**src/rtl/pipe_addsub_sm.sv**
```systemverilog
// ---------------------------------------------------------------------------
// pipe_addsub_sm
//
// Two-stage pipelined unsigned add/subtract unit that returns its result in
// sign-magnitude form. It is used for the exponent difference and exponent
// sum in the floating-point adder datapath.
//
//   Stage 1 : registers the raw WIDTH+1-bit sum or two's-complement
//             difference, together with the op select and the tag.
//   Stage 2 : converts the raw result to sign/magnitude and registers the
//             magnitude, sign, zero and swap flags and the tag.
//
// Both stages use valid/ready flow control. A stage advances whenever the
// stage after it is empty or is being drained. This gives one operation
// per cycle under backpressure without a skid buffer.
//
// Ports
//   clk        rising-edge clock
//   rst_n      asynchronous active-low reset
//   in_valid   operand/op/tag present
//   in_ready   unit accepts input this cycle (never depends on in_valid)
//   dataa      operand A, unsigned, WIDTH bits
//   datab      operand B, unsigned, WIDTH bits
//   add_sub    1 = A+B, 0 = A-B
//   in_tag     sideband tag, TAG_W bits
//   out_valid  result present
//   out_ready  downstream accepts result
//   answer     result magnitude, WIDTH+1 bits
//   sign12     1 = result negative (sub with A<B only)
//   zero       answer == 0
//   swap       sub with A<B, so the larger operand is B
//   out_tag    tag of this result
// ---------------------------------------------------------------------------
module pipe_addsub_sm #(
  parameter int WIDTH = 11,
  parameter int TAG_W = 4
) (
  input  logic             clk,
  input  logic             rst_n,
  input  logic             in_valid,
  output logic             in_ready,
  input  logic [WIDTH-1:0] dataa,
  input  logic [WIDTH-1:0] datab,
  input  logic             add_sub,
  input  logic [TAG_W-1:0] in_tag,
  output logic             out_valid,
  input  logic             out_ready,
  output logic [WIDTH:0]   answer,
  output logic             sign12,
  output logic             zero,
  output logic             swap,
  output logic [TAG_W-1:0] out_tag
);

  // -------------------------------------------------------------------------
  // Flow control
  // -------------------------------------------------------------------------
  logic adv1;
  logic adv2;

  logic             s1_valid_q;
  logic [WIDTH:0]   s1_raw_q;
  logic             s1_add_q;
  logic [TAG_W-1:0] s1_tag_q;

  logic             s2_valid_q;
  logic [WIDTH:0]   s2_answer_q;
  logic             s2_sign_q;
  logic             s2_zero_q;
  logic             s2_swap_q;
  logic [TAG_W-1:0] s2_tag_q;

  // Stage 2 may take new data when it is empty or is being drained this
  // cycle. Stage 1 may take new data when it is empty or stage 2 advances.
  assign adv2     = !s2_valid_q || out_ready;
  assign adv1     = !s1_valid_q || adv2;
  assign in_ready = adv1;

  // -------------------------------------------------------------------------
  // Stage 1: raw arithmetic
  // -------------------------------------------------------------------------
  logic [WIDTH:0] s1_raw_d;

  // Zero-extending both operands keeps the add carry in bit WIDTH. For sub,
  // the same bit becomes the borrow of the WIDTH+1-bit difference.
  always_comb begin
    if (add_sub) begin
      s1_raw_d = {1'b0, dataa} + {1'b0, datab};
    end else begin
      s1_raw_d = {1'b0, dataa} - {1'b0, datab};
    end
  end

  always_ff @(posedge clk or negedge rst_n) begin
    if (!rst_n) begin
      s1_valid_q <= 1'b0;
      s1_raw_q   <= '0;
      s1_add_q   <= 1'b0;
      s1_tag_q   <= '0;
    end else if (adv1) begin
      // in_ready equals adv1, so inside this branch a valid input is an accept.
      s1_valid_q <= in_valid;
      s1_raw_q   <= s1_raw_d;
      s1_add_q   <= add_sub;
      s1_tag_q   <= in_tag;
    end
  end

  // -------------------------------------------------------------------------
  // Stage 2: sign-magnitude conversion
  // -------------------------------------------------------------------------
  logic           borrow;
  logic [WIDTH:0] s2_answer_d;
  logic           s2_zero_d;

  // A set MSB means negative only for a subtraction. For an add it is the
  // carry and belongs to the magnitude.
  assign borrow = !s1_add_q && s1_raw_q[WIDTH];

  always_comb begin
    if (borrow) begin
      // Two's-complement negation of A-B gives B-A. This cannot overflow
      // because |A-B| < 2^WIDTH.
      s2_answer_d = {(WIDTH+1){1'b0}} - s1_raw_q;
    end else begin
      s2_answer_d = s1_raw_q;
    end
  end

  // zero is registered, not decoded from answer, so it reads 0 in reset.
  assign s2_zero_d = (s2_answer_d == '0);

  always_ff @(posedge clk or negedge rst_n) begin
    if (!rst_n) begin
      s2_valid_q  <= 1'b0;
      s2_answer_q <= '0;
      s2_sign_q   <= 1'b0;
      s2_zero_q   <= 1'b0;
      s2_swap_q   <= 1'b0;
      s2_tag_q    <= '0;
    end else if (adv2) begin
      s2_valid_q  <= s1_valid_q;
      s2_answer_q <= s2_answer_d;
      s2_sign_q   <= borrow;
      s2_zero_q   <= s2_zero_d;
      s2_swap_q   <= borrow;
      s2_tag_q    <= s1_tag_q;
    end
  end

  // -------------------------------------------------------------------------
  // Outputs
  // -------------------------------------------------------------------------
  assign out_valid = s2_valid_q;
  assign answer    = s2_answer_q;
  assign sign12    = s2_sign_q;
  assign zero      = s2_zero_q;
  assign swap      = s2_swap_q;
  assign out_tag   = s2_tag_q;

endmodule

```
**config.mk**
```make
export PLATFORM = sky130hd
export DESIGN_NAME = pipe_addsub_sm
export DESIGN_NICKNAME = d
export VERILOG_FILES = /design/src/rtl/pipe_addsub_sm.sv
export SDC_FILE = /design/constraint.sdc
export NUM_CORES = 1
export LEC_CHECK = 0
export ABC_AREA = 1
export CORE_MARGIN = 3
export CORE_UTILIZATION = 35
export CTS_CLUSTER_DIAMETER = 60
export DETAILED_ROUTE_END_ITERATION = 6
export MAX_ROUTING_LAYER = met4
export PLACE_DENSITY = 0.58
export SYNTH_ARGS = -nofsm -noshare
export SYNTH_HDL_FRONTEND = slang
export SYNTH_SLANG_ARGS = --single-unit
```
**constraint.sdc**
```tcl
create_clock -name clk -period 1.2 [get_ports clk]
set_input_delay 0.24 -clock clk [delete_from_list [all_inputs] [get_ports clk]]
set_output_delay 0.24 -clock clk [all_outputs]
set_load 0.005 [all_outputs]
```
==> results of run 1 <==
metrics by stage:
stage          hold slack, ns  setup slack [ns]  utilization  power, mW
3_5_place_dp            0.160             -1.50        0.537       4.20
5_1_grt                 0.401            -0.889        0.705       6.87
3_3_place_gp            0.153             -1.47        0.537       4.15
6_report                0.371            -0.812        0.705       6.44
4_1_cts                 0.380            -0.780        0.616       5.72
2_1_floorplan         -0.0556            -0.663            -       2.94
per-layer routing:
metal | vias to the layer above | global-route usage
met4 | 0 | 0.0718
li1 | 1513 | -
met3 | 16 | 0.0254
met1 | 1376 | 0.205
met2 | 68 | 0.325
met5 | - | -
logic make-up after synthesis:
family,Yosys count
buffers and inverters,50
xor gates and xnor gates,12
DFF,37
AOI/OAI and AO/OA,53
adders and majority gates,16
and+or+nand+nor,189
cells in the mapped netlist, types with 2 or more instances:
master	number	area (µm²)
a21oi_1	11	55.1
a31oi_1	9	56.3
buf_2	4	20.0
dfrtp_1	37	926
ha_1	15	188
inv_1	37	139
inv_2	3	11.3
nand2_1	106	398
nand2_2	2	12.5
nand3_1	24	120
nand3_2	5	50.1
nand4_1	4	25.0
nor2_1	39	146
nor3_1	3	15.0
o21ai_0	21	105
o21ai_1	4	20.0
o21ai_2	2	17.5
o21bai_1	2	15.0
xnor2_1	3	26.3
xor2_1	9	78.8
how the worst min path moves through the flow:
stage | from | cells past startpoint | end
CTS | rst_n | 2 | s1_raw_q[7]
floorplan | rst_n | 0 | answer[0]
detailed placement | rst_n | 1 | answer[3]
global placement | rst_n | 1 | answer[3]
global route | rst_n | 2 | s1_raw_q[8]
finish | rst_n | 2 | s1_raw_q[7]
critical path: cells and delay by family:
| kind | cells | cell delay [ns] |
|---|---|---|
| AO/OA/AOI/OAI | 3 | 0.63 |
| AND/OR/NAND/NOR | 5 | 0.49 |
| XOR/XNOR | 1 | 0.11 |
| adder cells (fa/ha/maj) | 1 | 0.38 |
| buffers and inverters | 3 | 0.35 |
sequential cells by signal (all words and copies together), names as in the netlist:
| register | flops |
|---|---|
| s1_raw_q | 12 |
| s1_valid_q | 1 |
| sign12 | 1 |
| answer | 12 |
| out_valid | 1 |
| s1_tag_q | 4 |
| out_tag | 4 |
| s1_add_q | 1 |
| zero | 1 |
placed cells by master (no fill, tap or decap), types with 7 or more instances in the layout:
cell	instances
nand2_2	26
nor2_4	10
nand3_2	13
clkdlybuf4s50_1	19
clkdlybuf4s15_1	14
o21ai_2	8
nand2_4	7
a21oi_2	8
xor2_1	8
buf_6	24
inv_1	22
nand2_1	76
inv_2	14
o21ai_1	11
dlygate4sd2_1	8
ha_1	12
dfrtp_1	37
nand3_1	13
nor2_2	12
nor2_1	18
buf_4	96
final cells by class:
type                            instances  area [µm²]
Fill cell                             567        2060
Multi-Input combinational cell        270        1910
Timing Repair Buffer                  178        1630
Sequential cell                        37         926
Inverter                               41         191
Tap cell                               96         120
Clock buffer                            6        82.6
Clock inverter                          2        37.5
Timing Repair inverter                  1        16.3
where the power goes:
part / switching (mW) / leakage, nW / internal, mW
clock network: 0.452 / 0.0574 / 0.676
logic: 1.65 / 1.92 / 1.92
registers: 0.203 / 0.440 / 1.53
total: 2.31 / 2.42 / 4.13
timing repair:
item                                   4_1_cts  5_1_grt
resized for setup                          123      128
cloned                                       0        3
pin swaps                                   61       71
endpoints found under the hold margin       12        0
hold buffers                                 1        0
setup buffers                               32       30
setup endpoints to repair                   57       56
==> results.json, run 1 <==
{
  "totalWireLength_um": 8240,
  "ir_drop_v": 0.000510,
  "dpl_cell_area_um2": 3750,
  "place_congestion": 0.946,
  "ys_seq_area_frac": 0.359,
  "initial_core_util": 0.370,
  "path_clk_slew_ns": 0.08,
  "leakagePower_nw": 2.42,
  "dieArea_um2": 8440,
  "wl_met1_um": 3240,
  "hold_violations": 0,
  "clock_latency_ns": 0.29,
  "path_cells": "buf_12, buf_4, buf_4, o31ai_2, xnor2_1, ha_1, nand2_2, o21ai_0, nand2_1, nand3_1, nand2_1, nand3_2, o21ai_1",
  "cts_sinks": 37,
  "synth_fp_nets": 404,
  "crit_slowest_cell": "ha_1",
  "h-tree-depth": 2,
  "highest_layer": "met4",
  "timing.final.crit_share": 1.68,
  "critPathRequiredTime_ns": 1.39,
  "grt_overflow": 0,
  "pwr_density_cell_nw_per_um2": 1310,
  "critPathMaxStageDelay_ns": 0.38,
  "viasPerCell": 4.71,
  "rr_worst_depth": 10,
  "cts_root_buf": "clkbuf_8",
  "vias": 2973,
  "layout-drive-gt1-share": 0.499,
  "drc": 0,
  "clockBufferDepth": 2,
  "track_usage": 0.182,
  "ios": 52,
  "wire_per_inst_um": 13.1,
  "finalInstanceArea_um2": 4920,
  "yosysUniqueCellTypes": 37,
  "cp-start-kind": "input port",
  "antenna_found_initial": 0,
  "status": "finished, violations left",
  "synth_ff_type": "dfrtp_1",
  "area_growth_pct": 90.6,
  "route.met2.wl_um": 4550,
  "r2r_slack_ns": -0.26,
  "fin_worst_skew_ns": 0.00943,
  "grt_pass1_wl_um": 12400,
  "n_antenna_cell": 0,
  "syn_inst": 357,
  "rsz0062_at_grt": "true",
  "grt_max_degree": 26,
  "layoutNonFillerInstCount": 631,
  "async_flop_share": 1.00,
  "totalNegativeSetupSlack_ns": -8.51,
  "io_buffers": 51,
  "nets": 581,
  "startpoint": "datab[1]",
  "yosys_warnings": 0,
  "synthAdderAreaFrac": 0.0805,
  "synth_top_family_by_area": "simple AND/OR/NAND/NOR gates",
  "ant_nets": 0,
  "crit_fanout": 4,
  "fp.dieW_um": 91.9,
  "violations": "setup timing",
  "drt-initial-drc-count": 66,
  "synth_edf_count": 0,
  "cts_tree": "done",
  "cts_made_buffers": 5,
  "synth-simple-area-share": 0.319,
  "slew_viol_final": 0,
  "crit_type": "in -> reg",
  "core-area_um2": 6980,
  "min_period_ns": 2.01,
  "reg2reg_to": "zero",
  "dp_hpwl_um": 5250,
  "setup.worst_path.end": "s1_raw_q[9]",
  "worst_slew_pin_slew_ns": 0.445,
  "ys_ff_latch": 37,
  "synth-xor-area-share": 0.0407,
  "placed_cells": 563,
  "wl_met3_um": 252,
  "slew_headroom": 0.701,
  "syn_area_um2": 2580,
  "setup_violations": 30,
  "synth_compound_area_frac": 0.116,
  "row_count": 30,
  "end_kind": "flop",
  "cap_violations": 0,
  "arrival_ns": 2.20,
  "first_pass_iters": 6,
  "die_y_um": 91.9,
  "muxShareOfSynthArea": 0,
  "avgSynthCellArea_um2": 7.23,
  "fmax_mhz": 497,
  "min_path_type": "in -> async",
  "grt_pass1_vias": 2803,
  "fin_ws_ns": -0.812,
  "reg2reg_from": "s1_raw_q[1]"
}
(Power assumes the default switching activity.)
==> run 2, diff against run 1 <==
RECOVER_POWER = 100   (was default)
REMOVE_ABC_BUFFERS = 1   (was default)
==> results.json, run 2 (same netlist as run 1, synthesis figures left out) <==
{
  "clockBufferDepth": 2,
  "cp-start-kind": "input port",
  "route.met2.wl_um": 4090,
  "wl_met3_um": 238,
  "h-tree-depth": 2,
  "worst_slew_pin_slew_ns": 0.519,
  "combPwrFrac": 0.542,
  "fin_util": 0.695,
  "die_y_um": 91.9,
  "timing.final.crit_share": 1.61,
  "fp.dieW_um": 91.9,
  "slew_viol_final": 0,
  "min_path_type": "in -> reg",
  "dpl_cell_area_um2": 3720,
  "grt_pass1_vias": 2811,
  "status": "finished, violations left",
  "core-area_um2": 6980,
  "wl_met1_um": 3240,
  "setup_violations": 36,
  "pwr_density_cell_nw_per_um2": 1290,
  "drt-initial-drc-count": 78,
  "drc": 0,
  "cts_made_buffers": 5,
  "highest_layer": "met4",
  "p_clk_frac": 0.181,
  "rsz0062_at_grt": "true",
  "totalNegativeSetupSlack_ns": -8.74,
  "worst_path_most_repeated_cell": "nor2_1",
  "layout-drive-gt1-share": 0.498,
  "ir_drop_v": 0.000538,
  "finalInstanceArea_um2": 4850,
  "nets": 570,
  "antenna_found_initial": 0,
  "path_clk_slew_ns": 0.08,
  "end_kind": "flop",
  "min_period_ns": 1.93,
  "crit_fanout": 4,
  "grt_max_degree": 38,
  "dieArea_um2": 8440,
  "track_usage": 0.180,
  "hold_violations": 0,
  "p_sw_frac": 0.356,
  "cap_violations": 0,
  "final_cell_mix": "88 x buf_4, 76 x nand2_1, 36 x dfrtp_1",
  "path_cells": "clkdlybuf4s50_1, inv_1, nand2_2, inv_2, o21ai_2, xor2_1, ha_2, nand2_2, a21oi_2, nor2_1, nand3_2, nor2_1, nor2_1, nand2_1, nand2_1",
  "critPathRequiredTime_ns": 1.39,
  "place_congestion": 0.924,
  "switchingPower_mw": 2.23,
  "totalWireLength_um": 7740,
  "fin_ws_ns": -0.731,
  "vias": 2886,
  "leakagePower_nw": 2.38,
  "ant_nets": 0,
  "p_total_mw": 6.26,
  "seqPwrFrac": 0.277,
  "cts_root_buf": "clkbuf_8",
  "wire_per_inst_um": 12.5,
  "violations": "setup timing",
  "grt_overflow": 0,
  "crit_slowest_cell": "clkdlybuf4s50_1",
  "crit_family": "simple AND/OR/NAND/NOR gates",
  "dp_hpwl_um": 5170,
  "fmax_mhz": 518,
  "fin_worst_skew_ns": 0.00987,
  "n_antenna_cell": 0,
  "path_buf_inv": 3,
  "final_common_cell": "buf_4",
  "first_pass_iters": 4,
  "initial_core_util": 0.370,
  "crit_type": "in -> reg",
  "row_count": 30,
  "slew_headroom": 0.654,
  "grt_pass1_wl_um": 12200,
  "viasPerCell": 4.65,
  "clock_latency_ns": 0.29,
  "p_int_mw": 4.03,
  "ios": 52,
  "arrival_ns": 2.12,
  "area_growth_pct": 88.0,
  "io_buffers": 51,
  "critPathMaxStageDelay_ns": 0.47,
  "cts_sinks": 37,
  "cts_tree": "done"
}
[run 2: path summary, 6_finish.rpt]
check	depth (start not counted)	slack, ns	from	to
min in group asynchronous	3	0.58	rst_n	s1_raw_q[8]
worst max-delay path	15	-0.73	datab[8]	s1_raw_q[11]
worst min register to register	2	0.48	s1_tag_q[3]	out_tag[3]
worst max register to register	10	-0.23	s1_raw_q[1]	zero
max in group asynchronous	3	0.24	rst_n	s1_raw_q[1]
worst min-delay path	4	0.36	dataa[0]	s1_raw_q[0]
[run 2: through the flow]
step	std cells	hold slack (ns)	setup slack, ns
5_1_grt	620	0.390	-0.894
4_1_cts	598	0.412	-0.761
3_3_place_gp	568	0.220	-1.46
6_report	620	0.357	-0.731
2_1_floorplan	348	-0.0556	-0.754
3_5_place_dp	568	0.220	-1.54
[run 2: cell type report]
type / instances / area [µm²]
Tap cell: 96 / 120
Clock inverter: 2 / 37.5
Timing Repair Buffer: 168 / 1570
Multi-Input combinational cell: 270 / 1940
Fill cell: 564 / 2130
Clock buffer: 6 / 82.6
Sequential cell: 37 / 927
Inverter: 41 / 176
[run 2: worst register-to-register path: stages (launching register included)]
cell and delay, ns:
dfrtp_2 0.44, inv_2 0.08, ha_4 0.17, nand4_1 0.14
nand2_1 0.14, nand2_1 0.07, nand2_2 0.07, nand2_1 0.05
nor2_1 0.08, nand3_1 0.08, nand2_1 0.06
[run 2: power groups by stage]
| stage | Sequential (mW) | Combinational [mW] | Clock [mW] |
|---|---|---|---|
| finish | 1.74 | 3.39 | 1.13 |
| global placement | 1.73 | 2.41 | 0 |
| CTS | 1.71 | 2.78 | 1.15 |
| global route | 1.78 | 3.73 | 1.21 |
| floorplan | 1.74 | 1.11 | 0 |
| detailed placement | 1.74 | 2.43 | 0 |
[run 2: routing by layer]
metal	vias up	global-route usage
met4	0	0.0545
met5	-	-
met2	59	0.327
met3	11	0.0230
li1	1496	-
met1	1320	0.206
[run 2: repair_timing]
action / CTS / global route
buffers inserted: 21 / 20
resized for setup: 143 / 114
hold buffers: 1 / 0
cloned: 0 / 4
pin swaps: 59 / 62
hold endpoints to repair: 37 / 0
endpoints found under the setup margin: 57 / 48
